`config.mk`:
```
export PLATFORM = sky130hd
export DESIGN_NAME = alu_sequencer
export DESIGN_NICKNAME = d
export VERILOG_FILES = /design/src/rtl/alu_pkg.sv /design/src/rtl/alu_op_decode.sv /design/src/rtl/alu_sequencer.sv
export SDC_FILE = /design/constraint.sdc
export NUM_CORES = 1
export LEC_CHECK = 0
export CAP_MARGIN = 5
export CORE_ASPECT_RATIO = 0.5
export CORE_MARGIN = 3
export CORE_UTILIZATION = 40
export DETAILED_ROUTE_END_ITERATION = 7
export PLACE_DENSITY = 0.71
export SYNTH_ARGS = -nofsm -noshare
export SYNTH_HDL_FRONTEND = slang
export SYNTH_SLANG_ARGS = --single-unit
```
`constraint.sdc`:
```
create_clock -name clk -period 2.05 [get_ports clk]
set_clock_uncertainty 0.15 [all_clocks]
set_input_delay 0.41 -clock clk [delete_from_list [all_inputs] [get_ports clk]]
set_output_delay 0.41 -clock clk [all_outputs]
set_load 0.02 [all_outputs]
```
`src/rtl/alu_pkg.sv`:
```
// Shared definitions for the ALU sequencer: opcodes, FSM states, ALU input-select codes.
// Latency: none (package only).
// Backpressure: not applicable.
package alu_pkg;

  localparam logic [2:0] OP_AND     = 3'd0;
  localparam logic [2:0] OP_OR      = 3'd1;
  localparam logic [2:0] OP_NOT     = 3'd2;
  localparam logic [2:0] OP_XOR     = 3'd3;
  localparam logic [2:0] OP_ADD     = 3'd4;
  localparam logic [2:0] OP_SUB     = 3'd5;
  localparam logic [2:0] OP_MUL     = 3'd6;
  localparam logic [2:0] OP_ILLEGAL = 3'd7;

  typedef enum logic [2:0] {
    ST_OFF   = 3'd0,
    ST_READY = 3'd1,
    ST_RUN   = 3'd2,
    ST_RESP  = 3'd3,
    ST_ERR   = 3'd4
  } aluState_t;

  // ALU operand-stage control, one-hot
  localparam logic [2:0] IN_SEL_PERSIST = 3'b100;
  localparam logic [2:0] IN_SEL_LOAD    = 3'b010;
  localparam logic [2:0] IN_SEL_RESET   = 3'b001;

  // Bit n set for opcode n; the illegal opcode shifts out of the 7-bit field and yields zero
  function automatic logic [6:0] opToOutSel(input logic [2:0] op);
    logic [7:0] oneHot;
    oneHot = 8'd1 << op;
    return oneHot[6:0];
  endfunction

endpackage

```
`src/rtl/alu_op_decode.sv`:
```
// Opcode decode: one-hot ALU result select, illegal-opcode flag, operand-B usage flag.
// Latency: purely combinational.
// Backpressure: none, follows its input every cycle.
module alu_op_decode
  import alu_pkg::*;
(
  input  logic [2:0] op,
  output logic [6:0] outSel,
  output logic       illegal,
  output logic       usesB
);

  // Decode the request opcode; NOT is the only unary operation
  always_comb begin
    outSel  = opToOutSel(op);
    illegal = (op == OP_ILLEGAL);
    usesB   = (op != OP_NOT);
  end

endmodule

```
`src/rtl/alu_sequencer.sv`:
```
// Sequences the shared ALU: latches one request, drives operands/selects, returns result + error.
// Latency: accept at T -> response valid at T+LAT+1 (illegal opcode: T+1).
// Backpressure: one op in flight; req_ready low outside READY, response held until rsp_ready.
module alu_sequencer
  import alu_pkg::*;
#(
  parameter int WIDTH = 8,
  parameter int LAT   = 2
) (
  input  logic             clk,
  input  logic             rst_n,
  input  logic             on,
  input  logic             req_valid,
  output logic             req_ready,
  input  logic [2:0]       req_op,
  input  logic             req_chain,
  input  logic [WIDTH-1:0] req_a,
  input  logic [WIDTH-1:0] req_b,
  output logic [2:0]       alu_in_sel,
  output logic [WIDTH-1:0] alu_num1,
  output logic [WIDTH-1:0] alu_num2,
  output logic [6:0]       alu_out_sel,
  input  logic [WIDTH-1:0] alu_result,
  input  logic             alu_ovf,
  output logic             rsp_valid,
  input  logic             rsp_ready,
  output logic [WIDTH-1:0] rsp_data,
  output logic             rsp_err,
  output logic [2:0]       state
);

  localparam int CNT_W = (LAT > 1) ? $clog2(LAT) : 1;
  localparam logic [CNT_W-1:0] CNT_LAST = CNT_W'(LAT - 1);

  aluState_t        curState;
  logic [CNT_W-1:0] cnt;
  logic             isMul;
  logic [WIDTH-1:0] lastQ;

  logic [6:0] decOutSel;
  logic       decIllegal;
  logic       decUsesB;

  alu_op_decode uDecode (
    .op      (req_op),
    .outSel  (decOutSel),
    .illegal (decIllegal),
    .usesB   (decUsesB)
  );

  // Ready depends only on state and enable, never on req_valid
  assign req_ready = (curState == ST_READY) && on;
  assign state     = curState;

  // Main sequencer: state, ALU controls, response and chained-operand register
  always_ff @(posedge clk or negedge rst_n) begin
    if (!rst_n) begin
      curState    <= ST_OFF;
      cnt         <= '0;
      isMul       <= 1'b0;
      lastQ       <= '0;
      alu_in_sel  <= IN_SEL_RESET;
      alu_num1    <= '0;
      alu_num2    <= '0;
      alu_out_sel <= '0;
      rsp_valid   <= 1'b0;
      rsp_data    <= '0;
      rsp_err     <= 1'b0;
    end else begin
      unique case (curState)
        ST_OFF: begin
          if (on) begin
            curState   <= ST_READY;
            alu_in_sel <= IN_SEL_PERSIST;
          end
        end

        ST_READY: begin
          if (!on) begin
            curState   <= ST_OFF;
            alu_in_sel <= IN_SEL_RESET;
          end else if (req_valid) begin
            if (decIllegal) begin
              // Illegal opcode answers directly and leaves the ALU untouched
              curState  <= ST_RESP;
              rsp_valid <= 1'b1;
              rsp_data  <= '0;
              rsp_err   <= 1'b1;
            end else begin
              curState    <= ST_RUN;
              cnt         <= '0;
              alu_in_sel  <= IN_SEL_LOAD;
              alu_num1    <= req_chain ? lastQ : req_a;
              alu_num2    <= decUsesB ? req_b : '0;
              alu_out_sel <= decOutSel;
              isMul       <= (req_op == OP_MUL);
            end
          end
        end

        ST_RUN: begin
          // Operands were loaded in the first RUN cycle; hold them until the result is due
          alu_in_sel <= IN_SEL_PERSIST;
          if (cnt == CNT_LAST) begin
            curState  <= ST_RESP;
            rsp_valid <= 1'b1;
            rsp_data  <= alu_result;
            rsp_err   <= isMul & alu_ovf;
          end else begin
            cnt <= cnt + 1'b1;
          end
        end

        ST_RESP: begin
          if (rsp_ready) begin
            rsp_valid <= 1'b0;
            if (rsp_err) begin
              curState   <= ST_ERR;
              alu_in_sel <= IN_SEL_RESET;
            end else begin
              lastQ    <= rsp_data;
              curState <= ST_READY;
            end
          end
        end

        ST_ERR: begin
          // A failed result never feeds a chain: the accumulator restarts from zero
          lastQ      <= '0;
          alu_in_sel <= IN_SEL_PERSIST;
          curState   <= ST_READY;
        end

        default: begin
          curState <= ST_OFF;
        end
      endcase
    end
  end

endmodule

```
# Yosys cells after proc, flatten, opt, wreduce, memory -nomap -nowiden
# Cells that the tools add are included.
[word_totals]
regBits = 49
latch_bits = 0
ram_bits = 0
mem_bits_ro = 0
in_bits = 34
out_inout_bits = 40
word_cells = 85
n_memories = 0
[op_classes]
addsub = 1
multipliers = 0
div = 0
order_cmp = 0
eq_ne = 18
shift = 1
n_mux = 38
bitwise = 2
reduce_logical = 14
[op_table]
columns = ["cell", "count"]
rows = [
  ["$mux W8", 8],
  ["$mux W3", 12],
  ["$pmux W8 S2", 2],
  ["$ne A2 B2 Y1 const B", 9],
  ["$pmux W3 S5", 1],
  ["$pmux W3 S4", 1],
  ["$reduce_and A4 Y1", 3],
  ["$reduce_and A6 Y1", 2],
  ["$mux W1", 11],
  ["$eq A3 B3 Y1 const B", 3],
  ["$shl A1 B3 Y7 const A", 1],
  ["$eq A3 B2 Y1 const B", 2],
  ["$ne A3 B3 Y1 const B", 2],
  ["$reduce_and A5 Y1", 1],
  ["$pmux W1 S2", 2],
  ["$reduce_bool A2 Y1", 2],
  ["$reduce_bool A4 Y1", 1],
  ["$eq A3 B1 Y1 const B", 1],
  ["$logic_not A3 Y1", 1],
  ["$ne A3 B2 Y1 const B", 1],
  ["$pmux W1 S3", 1],
  ["$reduce_and A3 Y1", 1],
  ["$reduce_bool A3 Y1", 1],
  ["$reduce_or A2 Y1", 1],
  ["other kinds (4)", 4],
]

# Depth between registers and ports, before layout
# Gate-level depths: netlist of the first run.
[depth]
ltp_word = 5
mapped_depth = 7
depth_no_buf = 4

# Modules after synthesis
# A second synthesis of the first run with hierarchy kept.
[hier_totals]
cells_unflattened = 207
area_unflattened_um2 = 2282.2
[by_module_without_submodules]
columns = ["module", "instances", "cells_each", "area_each_um2", "seq_area_each_um2"]
rows = [
  ["alu_sequencer", 1, 198, 2208.4, 1227.4],
  ["alu_op_decode", 1, 9, 73.8, 0.0],
]

# Least setup slack after synthesis of the first run
# Ideal clock, no wire load.
[synth_path]
kind = "reg-to-reg"
start = "register curState[2] (netlist: state[2])"
end = "register alu_num2[7]"
setup_ns = 0.121
arrival_ns = 1.518
required_ns = 1.779
setup_slack_ns = 0.261
stages_incl_launch_ff = 7
path_buffers = 3
period_less_slack_ns = 1.789
cell_sequence = "dfrtp_1 > buf_6 > nor4bb_1 > buf_4 > nand3_4 > buf_6 > a22o_1"
[synth_between]
elab_chain_len = 2
[synth_lines]
columns = ["element", "line", "rtl"]
rows = [
  ["start: declaration", "alu_sequencer.sv:35", "aluState_t curState;"],
  ["start signal: assignment", "alu_sequencer.sv:58", "curState <= ST_OFF;"],
  ["start signal: assignment", "alu_sequencer.sv:73", "curState <= ST_READY;"],
  ["start signal: assignment", "alu_sequencer.sv:80", "curState <= ST_OFF;"],
  ["$eq A3 B1 Y1", "alu_sequencer.sv:70", "unique case (curState)"],
  ["$reduce_and A4 Y1 (no line)", "--", ""],
  ["end signal: assignment", "alu_sequencer.sv:94", "alu_num2 <= decUsesB ? req_b : '0;"],
  ["end: declaration", "alu_sequencer.sv:21", "output logic [WIDTH-1:0] alu_num2,"],
]
# No other way between the ends.
# A chain may end at the register's enable or synchronous reset.

# Worst setup path after layout of the first run
[layout_path]
start = "register alu_in_sel[0]"
end = "output port alu_in_sel[0]"
[layout_lines]
columns = ["element", "line", "rtl"]
rows = [
  ["start: declaration", "alu_sequencer.sv:19", "output logic [2:0] alu_in_sel,"],
  ["start signal: assignment", "alu_sequencer.sv:62", "alu_in_sel <= IN_SEL_RESET;"],
  ["start signal: assignment", "alu_sequencer.sv:74", "alu_in_sel <= IN_SEL_PERSIST;"],
  ["start signal: assignment", "alu_sequencer.sv:81", "alu_in_sel <= IN_SEL_RESET;"],
]
# No word-level cell between the ends.

==> metrics.md, run 1 <==
| Metric | Value |
|---|---|
| Run status | completed |
| Setup Fix Bufs, Post-CTS | 0 |
| WP data required | 1.49 ns |
| CP bufs+invs | 1 |
| Worst skew pair latency | 0.30 ns |
| Worst path slowest cell | clkdlybuf4s50_1 |
| Min-Delay Path Class | reg2reg |
| Setup TNS | 0 ns |
| Most common cell in the netlist | dfrtp_1 |
| Clock tree buffer depth | 2 |
| Syn avg cell area | 11.3 um2 |
| Die area | 6600 um2 |
| Max incr delay on CP | 0.60 ns |
| H-tree lvl count | 2 |
| Post-synth top area share | 52.4% |
| Min cycle time layout | 2.01 ns |
| Family with the most delay on the worst path | buffers and inverters |
| # rows | 18 |
| CTS tree | yes |
| Grt peak-use layer | met2 |
| GRT Overall Usage | 18.2% |
| Syn Nets | 233 |
| Final net count | 320 |
| Clock buffer count from CTS | 5 |
| Die X | 112 um |
| Layout area overhead | 45.2% |
| Synth Flop Type | dfrtp_1 |
| Number of cells after detailed placement | 348 |
| Leakage | 1.47 nW |
| Clock slew at reported path FFs | 0.09 ns |
| Die height | 59.0 um |
| DRT Pass-1 Iters | 4 |
| Fmax | 0.498 GHz |
| Met2 usage | 29.7% |
| Post-synth top cells | dfrtp_1, nand2_1, a22o_1 |
| Diodes inserted | 0 |
| Max transition margin | 69.5% |
| RSZ-0062 raised after global routing | false |
| Setup CP Type | reg2out |
| Antenna Violating Nets Remaining | 0 |
| Vias in the first global route | 1859 |
| # DRC | 0 |
| Synth area leader | dfrtp_1 |
| Fin crit share | 98.0% |
| Final setup violation count | 0 |
| GR Util met1 | 24.9% |
| Startpoint types | flip-flop |
| Share of layout cells above drive strength 1 | 13.9% |
| I/O pins | 74 |
| Post-DR vias/cell | 5.12 |
| Clock Tree Root | clkbuf_8 |
| Crit path cell chain | clkdlybuf4s50_1 |
| WP data arrival | 1.45 ns |
| Initial antenna violation count | 0 |
| Synth top area cells | dfrtp_1, a22o_1, mux2i_1 |
| Routed wire per std cell | 15.5 um |
| Dpl hpwl | 3990 um |
| Synth cell types | 45 |
| Post-synth ARST share | 100% |
| Gate Count Post-Synth | 199 |
| Via count | 1828 |
| Core ar. | 5160 um2 |
| Post-synthesis cell area | 2240 um2 |
| Worst-Margin Slew | 0.456 ns |
| Met3 Usage GRT | 4.69% |
| CP max FO | 3 |
| Yosys warnings | 0 |
| Post-route insts no fill | 357 |
| EDFF count, synth | 0 |
| PortBufs | 73 |
| DR iter-0 viols | 90 |
| Starting Density | 43.5% |
| Final GP Congestion | 0.790 |
| Clock sink count | 48 |
| Seq/Total Area, Yosys | 53.6% |
| First-pass GRT wire length | 9450 um |
| Largest net degree at the start of global routing | 49 |
| Final wirelength | 5550 um |
| Flops & latches, synth | 48 |
| Max-cap violations | 0 |
| Hold Fails Final Rpt | 0 |
| PwrDens | 1430 nW/um2 |
| GRT overflow | 0 |
| Max-slew violation count | 0 |
| VDD IR max | 0.735 mV |
| Crit. End Element | output pin |
-- timing repair --
item                       4_1_cts  5_1_grt
gates resized for setup          9        1
setup endpoints to repair       24        1
pin swaps                        1        0
hold endpoints to repair        47        0
hold buffers                     1        0
-- placed cells by master (no fill, tap or decap), types with 2 or more instances in the layout --
master / synthesis / layout
a21o_1: 2 / 2
a21oi_1: 4 / 4
a22o_1: 20 / 20
a22oi_1: 2 / 2
a2bb2oi_1: 3 / 3
and2_1: 2 / 2
buf_12: 0 / 2
buf_4: 5 / 17
clkbuf_8: 0 / 5
clkdlybuf4s50_1: 0 / 68
dfrtp_1: 47 / 47
dlygate4sd2_1: 0 / 3
inv_1: 13 / 13
mux2i_1: 17 / 17
nand2_1: 25 / 25
nand2b_1: 3 / 3
nand3_1: 3 / 3
nand3_2: 2 / 2
nor2_1: 6 / 6
o21ai_0: 4 / 4
o21ai_1: 8 / 8
o31ai_1: 3 / 3
-- worst paths after layout --
check	startpoint	cells after the start	end	slack (ns)
max in group asynchronous	rst_n	3	alu_in_sel[0]	1.02
min	alu_num1[0]	2	alu_num1[0]	0.35
min in group asynchronous	rst_n	3	alu_num2[0]	0.47
min reg2reg	alu_num1[0]	2	alu_num1[0]	0.35
max reg2reg	state[1]	6	alu_num2[0]	0.22
max	alu_in_sel[0]	1	alu_in_sel[0]	0.04
-- through the flow --
step	hold WS (ns)	utilization (%)	worst slack (ns)	power (mW)	area [um2]
6_report	0.346	63.2	0.0410	4.65	3260
5_1_grt	0.375	63.2	0.0000806	4.95	3260
4_1_cts	0.347	63.1	0.0287	4.69	3260
3_5_place_dp	0.266	60.7	-0.606	3.98	3130
3_3_place_gp	0.262	60.7	-0.612	3.92	3130
2_1_floorplan	-0.0356	-	0.261	2.93	2240
-- cell type report --
| type | count | area [um2] |
|---|---|---|
| clock buffer | 5 | 68.8 |
| sequential | 48 | 1200 |
| fill | 441 | 1900 |
| multi-input combinational | 126 | 920 |
| clock inverter | 3 | 42.5 |
| tap | 70 | 87.6 |
| inverter | 13 | 48.8 |
| timing repair buffer | 92 | 890 |
-- routing by layer --
layer,vias up,wire length [um]
li1,876,-
met1,899,2550
met2,48,2690
met3,5,277
met4,0,40
met5,-,0
-- power by group --
group	total, mW	leakage, nW	internal (mW)	switching (mW)
registers	1.65	0.596	1.37	0.277
logic	2.31	0.817	1.15	1.16
clock network	0.689	0.0541	0.361	0.328
total	4.65	1.47	2.88	1.76
-- registers in the layout (all words and copies together) (netlist names) --
name         flops
rsp_valid        1
rsp_err          1
state            3
alu_in_sel       3
lastQ            8
alu_num1         8
alu_num2         8
alu_out_sel      7
rsp_data         8
cnt              1
-- cell families after synthesis --
group                  share of synthesized area [%]
AO/OA/AOI/OAI                                   19.1
AND/OR/NAND/NOR                                 13.2
flip-flops                                      53.6
buffers and inverters                           6.13
multiplexers                                    7.58
XOR/XNOR                                       0.390
No activity file was read; power rests on OpenSTA's default activity.
==> run 2, diff against run 1 <==
- CORE_MARGIN: 3 -> default
- SKIP_LAST_GASP: default -> 1
==> metrics.md, run 2 (same netlist as run 1, synthesis figures left out) <==
| Metric | Value |
|---|---|
| Setup Fix Bufs, Post-CTS | 0 |
| Max-slew violation count | 0 |
| Worst skew pair latency | 0.31 ns |
| GRT Overall Usage | 19.0% |
| Final GP Congestion | 0.817 |
| I/O pins | 74 |
| Die height | 55.0 um |
| Initial antenna violation count | 0 |
| Final wirelength | 5180 um |
| Final setup violation count | 0 |
| Setup TNS | 0 ns |
| Most frequent cells in the layout | clkdlybuf4s50_1, dfrtp_1, nand2_1, a22o_1, mux2i_1 |
| Clock slew at reported path FFs | 0.10 ns |
| Setup CP Type | in2out |
| Starting Density | 43.5% |
| Via count | 1796 |
| Fin crit share | 97.5% |
| Fmax | 0.500 GHz |
| WP data arrival | 1.44 ns |
| Leakage | 1.51 nW |
| Design Area, Final | 3280 um2 |
| Die X | 108 um |
| Startpoint types | input port |
| Max transition margin | 75.1% |
| Die area | 5930 um2 |
| DRT Pass-1 Iters | 4 |
| Min cycle time layout | 2.00 ns |
| Antenna Violating Nets Remaining | 0 |
| Clock tree buffer depth | 2 |
| Worst-Margin Slew | 0.372 ns |
| First-pass GRT wire length | 8320 um |
| Layout area overhead | 46.0% |
| GRT overflow | 0 |
| PortBufs | 73 |
| Clock buffer count from CTS | 5 |
| Diodes inserted | 0 |
| H-tree lvl count | 2 |
| Min-Delay Path Class | reg2reg |
| Post-Place Cell Area | 3130 um2 |
| Largest net degree at the start of global routing | 49 |
| WP data required | 1.49 ns |
| DR iter-0 viols | 80 |
| CTS tree | yes |
| CP max FO | 2 |
| Final net count | 320 |
| Routed wire per std cell | 14.5 um |
| Most common cell after layout, fill and taps aside | clkdlybuf4s50_1 |
| # DRC | 0 |
| # rows | 18 |
| Crit. End Element | output pin |
| Clock sink count | 48 |
| PwrDens | 1420 nW/um2 |
| Hold Fails Final Rpt | 0 |
| Post-DR vias/cell | 5.03 |
| Max-cap violations | 0 |
| Vias in the first global route | 1747 |
| Core ar. | 5160 um2 |
| Dpl hpwl | 3720 um |
| RSZ-0062 raised after global routing | false |
| VDD IR max | 0.592 mV |
| Clock Tree Root | clkbuf_8 |
| Share of layout cells above drive strength 1 | 13.9% |
| Run status | completed |
## run 2: changes by cell type in the layout (fill, tap and decap cells not counted), sizes merged
| cell | before | now |
|---|---|---|
| clkinvlp | 1 | 0 |
| dlymetal6s2s | 0 | 3 |
| dlygate4sd2 | 3 | 0 |
| clkbuf | 5 | 6 |
## run 2: final cells by class
| cell class | instances | area, um2 |
|---|---|---|
| sequential | 48 | 1200 |
| tap | 70 | 87.6 |
| multi-input combinational | 126 | 920 |
| fill | 451 | 1880 |
| inverter | 13 | 48.8 |
| clock buffer | 6 | 82.6 |
| timing repair buffer | 92 | 898 |
| clock inverter | 2 | 38.8 |
## run 2: layer usage
metal	wire length [um]	up-vias	track usage [%]
li1	-	880	-
met1	2490	863	25.1
met2	2400	46	32.2
met3	235	7	4.45
met4	61	0	5.48
met5	0	-	0
## run 2: power breakdown
part	switching, mW	internal, mW	leakage (nW)
combinational	1.14	1.15	0.850
sequential	0.265	1.37	0.596
clock	0.330	0.399	0.0614
total	1.73	2.92	1.51
## run 2: critical path, stage by stage
cell             delay, ns
clkdlybuf4s50_1       0.49
nor4bb_4              0.23
buf_4                 0.16
buf_2                 0.15
## run 2: path summary, 6_finish.rpt
path	startpoint	to	slack [ns]	cells after the start
setup / recovery	on	req_ready	0.05	4
hold / removal	alu_num1[7]	alu_num1[7]	0.34	2
setup reg to reg	state[2]	lastQ[5]	0.18	5
hold reg to reg	alu_num1[7]	alu_num1[7]	0.34	2
max in group asynchronous	rst_n	alu_in_sel[0]	1.00	3
min in group asynchronous	rst_n	alu_num2[6]	0.46	3
## run 2: per-stage QoR
stage,setup slack (ns),power (mW),hold WS (ns),instances,utilization [%]
CTS,-0.0468,4.70,0.346,357,63.4
global placement,-0.595,3.89,0.265,348,60.7
finish,0.0515,4.66,0.339,357,63.6
global route,0.00108,4.97,0.362,357,63.6
detailed placement,-0.572,3.94,0.264,348,60.7
floorplan,0.261,2.93,-0.0356,199,-
## run 2: what timing repair did
| action | in CTS | in global routing |
|---|---|---|
| pin swaps | 1 | 0 |
| hold buffers | 1 | 0 |
| endpoints found under the setup margin | 11 | 3 |
| endpoints found under the hold margin | 47 | 0 |
| resized for setup | 6 | 3 |
==> RTL change 1: new RTL, settings of run 1 <==
Set the parameter `WIDTH` to 6 (it was 8).
--- a/src/rtl/alu_sequencer.sv
+++ b/src/rtl/alu_sequencer.sv
@@ -6,3 +6,3 @@
 #(
-  parameter int WIDTH = 8,
+  parameter int WIDTH = 6,
   parameter int LAT   = 2
Ports: changed (6 resized); port bits go from 74 to 62. No check against the original RTL was run, so the function may have changed too.
==> RTL change 1 against run 1 <==
- synthesized area fell by 19%
- sequential cell count fell by 8
- setup slack got worse by 5.5 ps
- largest power group unchanged
- highest routed layer unchanged
- critical endpoint unchanged
- total power fell by 17%
- routed wire length fell by 22%
- critical path depth did not move
- register-to-register slack got worse by 40 ps
- design area fell by 19%
==> RTL change 1: results (changes against run 1) <==
Largest Register=alu_out_sel; Worst path max stage delay=roughly 610 ps; Primary FF master, synth=dfrtp_1 (unchanged); worst endpoint data arrival time=1450 ps (about the same); relative slew slack=63.0% (was 69.5%); Yosys warnings=0 (unchanged); largest net degree at the start of global routing=41 (was 49); Peak supply drop=0.000695 V (was 0.000735 V); Max H-tree Level=2 (unchanged); total CTS buffers=5 (unchanged); hold path start=alu_out_sel[3]$_DFFE_PN0P_ (was alu_num1[0]$_DFFE_PN0P_); CTS Root Cell=clkbuf_8 (unchanged); Bufs on Longest Clock Path=2 (unchanged); CTS clk-pin slew, worst paths=80 ps; Distinct cells, synth=36 (was 45); layout cell share with drive strength beyond 1=13.4% (was 13.9%); Largest register FFs=7; pre-CTS setup slack=-213 ps (was -606 ps); total track usage=16.9% (was 18.2%); post-synthesis sequential area ratio=55.2% (was 53.6%); worst-path maximum fanout=2 (was 3); ys async rst share=100% (unchanged); status=complete, no violations (unchanged); nets=274 (was 320); total wire length=4350 um (was 5550 um); DR iter-0 viols=39 (was 90); worst hold path type=reg -> reg (unchanged); antenna cell count=0 (unchanged); worst skew pair latency=290 ps; DP Area=2550 sq um (was 3130 sq um); delay-heaviest family, CP=buffers and inverters (unchanged); CP max-delay cell=clkdlybuf4s50_1 (unchanged); placer congestion estimate=0.819 (was 0.790); Crit. End Element=output pin (unchanged); FF-to-FF Start=state[1]$_DFFE_PN0P_ (unchanged); I/O Buffers=61 (was 73); TritonRoute pass-1 iters=4 (unchanged); Post-Syn Nets=203 (was 233); via count=1525 (was 1828); Synth area leaders=dfrtp_1 54%, nand2_1 6.8%, o21ai_1 6.1%, o41ai_2 3.6%, mux2i_1 3.3% (was dfrtp_1 52%, a22o_1 7.8%, mux2i_1 7.6%, nand2_1 4.2%, inv_1 2.2%); first-pass GRT wire length=7020 um (was 9450 um); hpwl dp=3300 um (was 3990 um); initial antenna violation count=0 (unchanged); fill count=346 (was 441); CP startpoint=alu_in_sel[0]$_DFFE_PN1P_ (unchanged); Pleak=1.20 nW (was 1.47 nW); Commonest cells post-synth=39 x dfrtp_1, 33 x nand2_1, 22 x o21ai_1, 10 x inv_1, 10 x nand3_1 (was 47 x dfrtp_1, 25 x nand2_1, 20 x a22o_1, 17 x mux2i_1, 13 x inv_1)
[RTL change 1: cell count changes after synthesis, moves of 7 or more]
cell and change:
nand2_1 +8, mux2i_1 -11, dfrtp_1 -8, nand3_1 +7
o21ai_1 +14, a22o_1 -14
[RTL change 1: area by class of cell]
cell class / count / area, sq um / share of cell area [%]
clock buffer: 6 / 72.6 / 2.76
clock inverter: 1 / 5.00 / 0.190
inverter: 12 / 45.0 / 1.71
multi-input combinational: 110 / 691 / 26.2
sequential: 40 / 1000 / 38.1
tap: 54 / 67.6 / 2.57
timing repair buffer: 77 / 751 / 28.5
[RTL change 1: worst min-delay path, stage by stage, from the launching register on]
cell	delay, ps
dfrtp_1	350
nand2_1	50
o31ai_1	50
[RTL change 1: final timing paths]
path	endpoint	slack, ps	cells past startpoint
min in group asynchronous	alu_in_sel[2]$_DFFE_PN0P_	490	2
min reg2reg	alu_out_sel[3]$_DFFE_PN0P_	330	2
min	alu_out_sel[3]$_DFFE_PN0P_	330	2
max reg2reg	alu_in_sel[2]$_DFFE_PN0P_	180	5
max in group asynchronous	rsp_data[0]$_DFFE_PN0P_	700	3
max	alu_in_sel[0]	40	1
[RTL change 1: logic make-up after synthesis]
| family | share of synthesized area [%] |
|---|---|
| AOI/OAI and AO/OA | 16.6 |
| buffers and inverters | 6.69 |
| DFF | 55.2 |
| muxes | 4.97 |
| and+or+nand+nor | 16.5 |
[RTL change 1: stage by stage]
stage / total power, W / cells / utilization (%)
2_1_floorplan: 0.00250 / 175 / -
3_3_place_gp: 0.00337 / 292 / 61.8
3_5_place_dp: 0.00342 / 292 / 61.8
4_1_cts: 0.00391 / 300 / 63.9
5_1_grt: 0.00413 / 300 / 63.9
6_report: 0.00387 / 300 / 63.9
[RTL change 1: routing by layer]
metal | up-vias | track usage [%] | share of wire (%)
met5 | - | 0 | 0
met4 | 0 | 4.86 | 0.97
met3 | 4 | 4.53 | 5.4
met2 | 34 | 25.9 | 44
met1 | 743 | 23.9 | 49
li1 | 744 | - | -
[RTL change 1: where the power goes]
| group | switching (W) | internal, W |
|---|---|---|
| registers | 0.000237 | 0.00115 |
| logic | 0.000978 | 0.00101 |
| clock network | 0.000265 | 0.000232 |
[RTL change 1: what timing repair did]
item,in CTS,in global routing
hold endpoints to repair,22,0
hold buffers,1,0
buffers inserted,0,0
setup endpoints to repair,2,0
resized for setup,2,0
==> RTL change 2: new RTL, flow settings as in run 1 <==
Made on the original files. Put one more register stage on the output `rsp_err`. The value now appears one clock later. The other outputs are not delayed to match.
--- a/src/rtl/alu_sequencer.sv
+++ b/src/rtl/alu_sequencer.sv
@@ -34,2 +34,4 @@
 
+  logic rsp_err_s0;
+
   aluState_t        curState;
@@ -67,3 +69,3 @@
       rsp_data    <= '0;
-      rsp_err     <= 1'b0;
+      rsp_err_s0  <= 1'b0;
     end else begin
@@ -87,3 +89,3 @@
               rsp_data  <= '0;
-              rsp_err   <= 1'b1;
+              rsp_err_s0 <= 1'b1;
             end else begin
@@ -107,3 +109,3 @@
             rsp_data  <= alu_result;
-            rsp_err   <= isMul & alu_ovf;
+            rsp_err_s0 <= isMul & alu_ovf;
           end else begin
@@ -116,3 +118,3 @@
             rsp_valid <= 1'b0;
-            if (rsp_err) begin
+            if (rsp_err_s0) begin
               curState   <= ST_ERR;
@@ -140,2 +142,6 @@
 
+  always_ff @(posedge clk) begin
+    rsp_err <= rsp_err_s0;
+  end
+
 endmodule
Behaviour: not the same (a bounded check fails within 4 cycles, from zero or initial values and one cycle with rst_n low).
==> RTL change 2 against run 1 <==
- total power increased by 3.8%
- non-clock buffer count grew 1
- setup slack better by 12 ps
- utilization grew 0.91 points
- routed wire length rose by 0.92%
- synthesized area up 0.89%
- sequential cell count up 1
- design area rose by 1.9%
- critical path type unchanged
- critical endpoint unchanged
- highest routed layer unchanged
==> RTL change 2: results (changes against run 1) <==
nets=322 (was 320); Max H-tree Level=2 (unchanged); Worst path max stage delay=600 ps (about the same); CP max-delay cell=clkdlybuf4s50_1 (unchanged); total wire length=5600 um (was 5550 um); CTS Root Cell=clkbuf_16 (was clkbuf_8); FF-to-FF Start=state[2]$_DFFE_PN0P_ (was state[1]$_DFFE_PN0P_); DP Area=3150 sq um (was 3130 sq um); Mapped Cells=200 (was 199); worst-path maximum fanout=3 (unchanged); average wire per standard cell=15.6 um (was 15.5 um); hpwl dp=4030 um (was 3990 um); post-synthesis compound-gate area fraction=19.0% (was 19.1%); mux contribution to synthesized area=7.51% (was 7.58%); CTS clk-pin slew, worst paths=70 ps (was 90 ps); ys async rst share=98.0% (was 100%); pre-CTS setup slack=-478 ps (was -606 ps); Bufs on Longest Clock Path=2 (unchanged); layout cell share with drive strength beyond 1=14.5% (was 13.9%); Synth area leaders=dfrtp_1 52%, a22o_1 7.7%, mux2i_1 7.5%, nand2_1 4.1%, inv_1 2.2% (was dfrtp_1 52%, a22o_1 7.8%, mux2i_1 7.6%, nand2_1 4.2%, inv_1 2.2%); placer congestion estimate=0.776 (was 0.790); first-pass GRT wire length=9330 um (was 9450 um); via count=1818 (was 1828); delay-heaviest family, CP=buffers and inverters (unchanged); status=complete, no violations (unchanged); relative slew slack=59.6% (was 69.5%); Pleak=1.51 nW (was 1.47 nW); total track usage=17.6% (was 18.2%); total CTS buffers=5 (unchanged); vias in the first global route=1865 (was 1859); worst hold path type=in -> async (was reg -> reg); max-cap violations=0 (unchanged); placed insts=351 (was 348); DR iter-0 viols=92 (was 90); xor/xnor cell area share of the yosys netlist=0.387% (was 0.390%); largest net degree at the start of global routing=49 (unchanged); Post-Syn Nets=234 (was 233); fill count=444 (was 441); Sw Pwr=0.00181 W (was 0.00176 W); initial antenna violation count=0 (unchanged); Yosys warnings=0 (unchanged); Peak supply drop=0.000601 V (was 0.000735 V); Setup Buffers After CTS=0 (unchanged); post-synthesis sequential area ratio=54.0% (was 53.6%); Commonest cells post-synth=47 x dfrtp_1, 25 x nand2_1, 20 x a22o_1, 17 x mux2i_1, 13 x inv_1 (unchanged); Distinct cells, synth=46 (was 45)
==> RTL change 2: power by group through the flow <==
stage	Combinational (W)	Clock [W]	Sequential, W
after floorplan	0.000910	0	0.00205
after global routing	0.00250	0.000875	0.00172
after global placement	0.00227	0	0.00167
final	0.00233	0.000821	0.00167
after detailed placement	0.00233	0	0.00168
after CTS	0.00235	0.000842	0.00168
==> RTL change 2: what timing repair did <==
action / in CTS / in global routing
endpoints found under the setup margin: 1 / 2
gates resized for setup: 9 / 3
hold buffers: 0 / 0
==> RTL change 2: final cells by class <==
| cell class | count | share of cell area [%] |
|---|---|---|
| Inverter | 13 | 1.47 |
| Clock inverter | 3 | 0.754 |
| Multi-Input combinational cell | 126 | 27.7 |
| Clock buffer | 5 | 3.77 |
| Tap cell | 70 | 2.64 |
| Sequential cell | 49 | 36.8 |
| Timing Repair Buffer | 93 | 26.9 |
==> RTL change 2: kinds of logic after synthesis <==
| family | count (synthesis) |
|---|---|
| DFF | 49 |
| and+or+nand+nor | 53 |
| xor gates and xnor gates | 1 |
| muxes | 17 |
| buffers and inverters | 25 |
| AOI/OAI and AO/OA | 55 |
==> RTL change 2: metrics by stage <==
step / util (%) / setup TNS, ps
after floorplan: - / 0
after global placement: 60.8 / -6880
after detailed placement: 60.8 / -6720
after CTS: 63.9 / 0
after global routing: 64.1 / 0
final: 64.1 / 0
==> RTL change 2: layer usage <==
| layer | vias to the layer above | global-route usage (%) | routed length (um) |
|---|---|---|---|
| met5 | - | 0 | 0 |
| li1 | 889 | - | - |
| met4 | 0 | 3.42 | 38 |
| met2 | 45 | 29.7 | 2740 |
| met3 | 4 | 4.38 | 247 |
| met1 | 880 | 23.7 | 2570 |
==> RTL change 2: final timing paths <==
path                       cells after the start  slack [ps]                          to
max                                            1          50               alu_in_sel[0]
min in group clk                               2         330     alu_num1[0]$_DFFE_PN0P_
min                                            2          80  alu_out_sel[3]$_DFFE_PN0P_
max reg2reg                                    5         130        lastQ[7]$_DFFE_PN0P_
max in group asynchronous                      2        1270        lastQ[4]$_DFFE_PN0P_
min reg2reg                                    2         330     alu_num1[0]$_DFFE_PN0P_
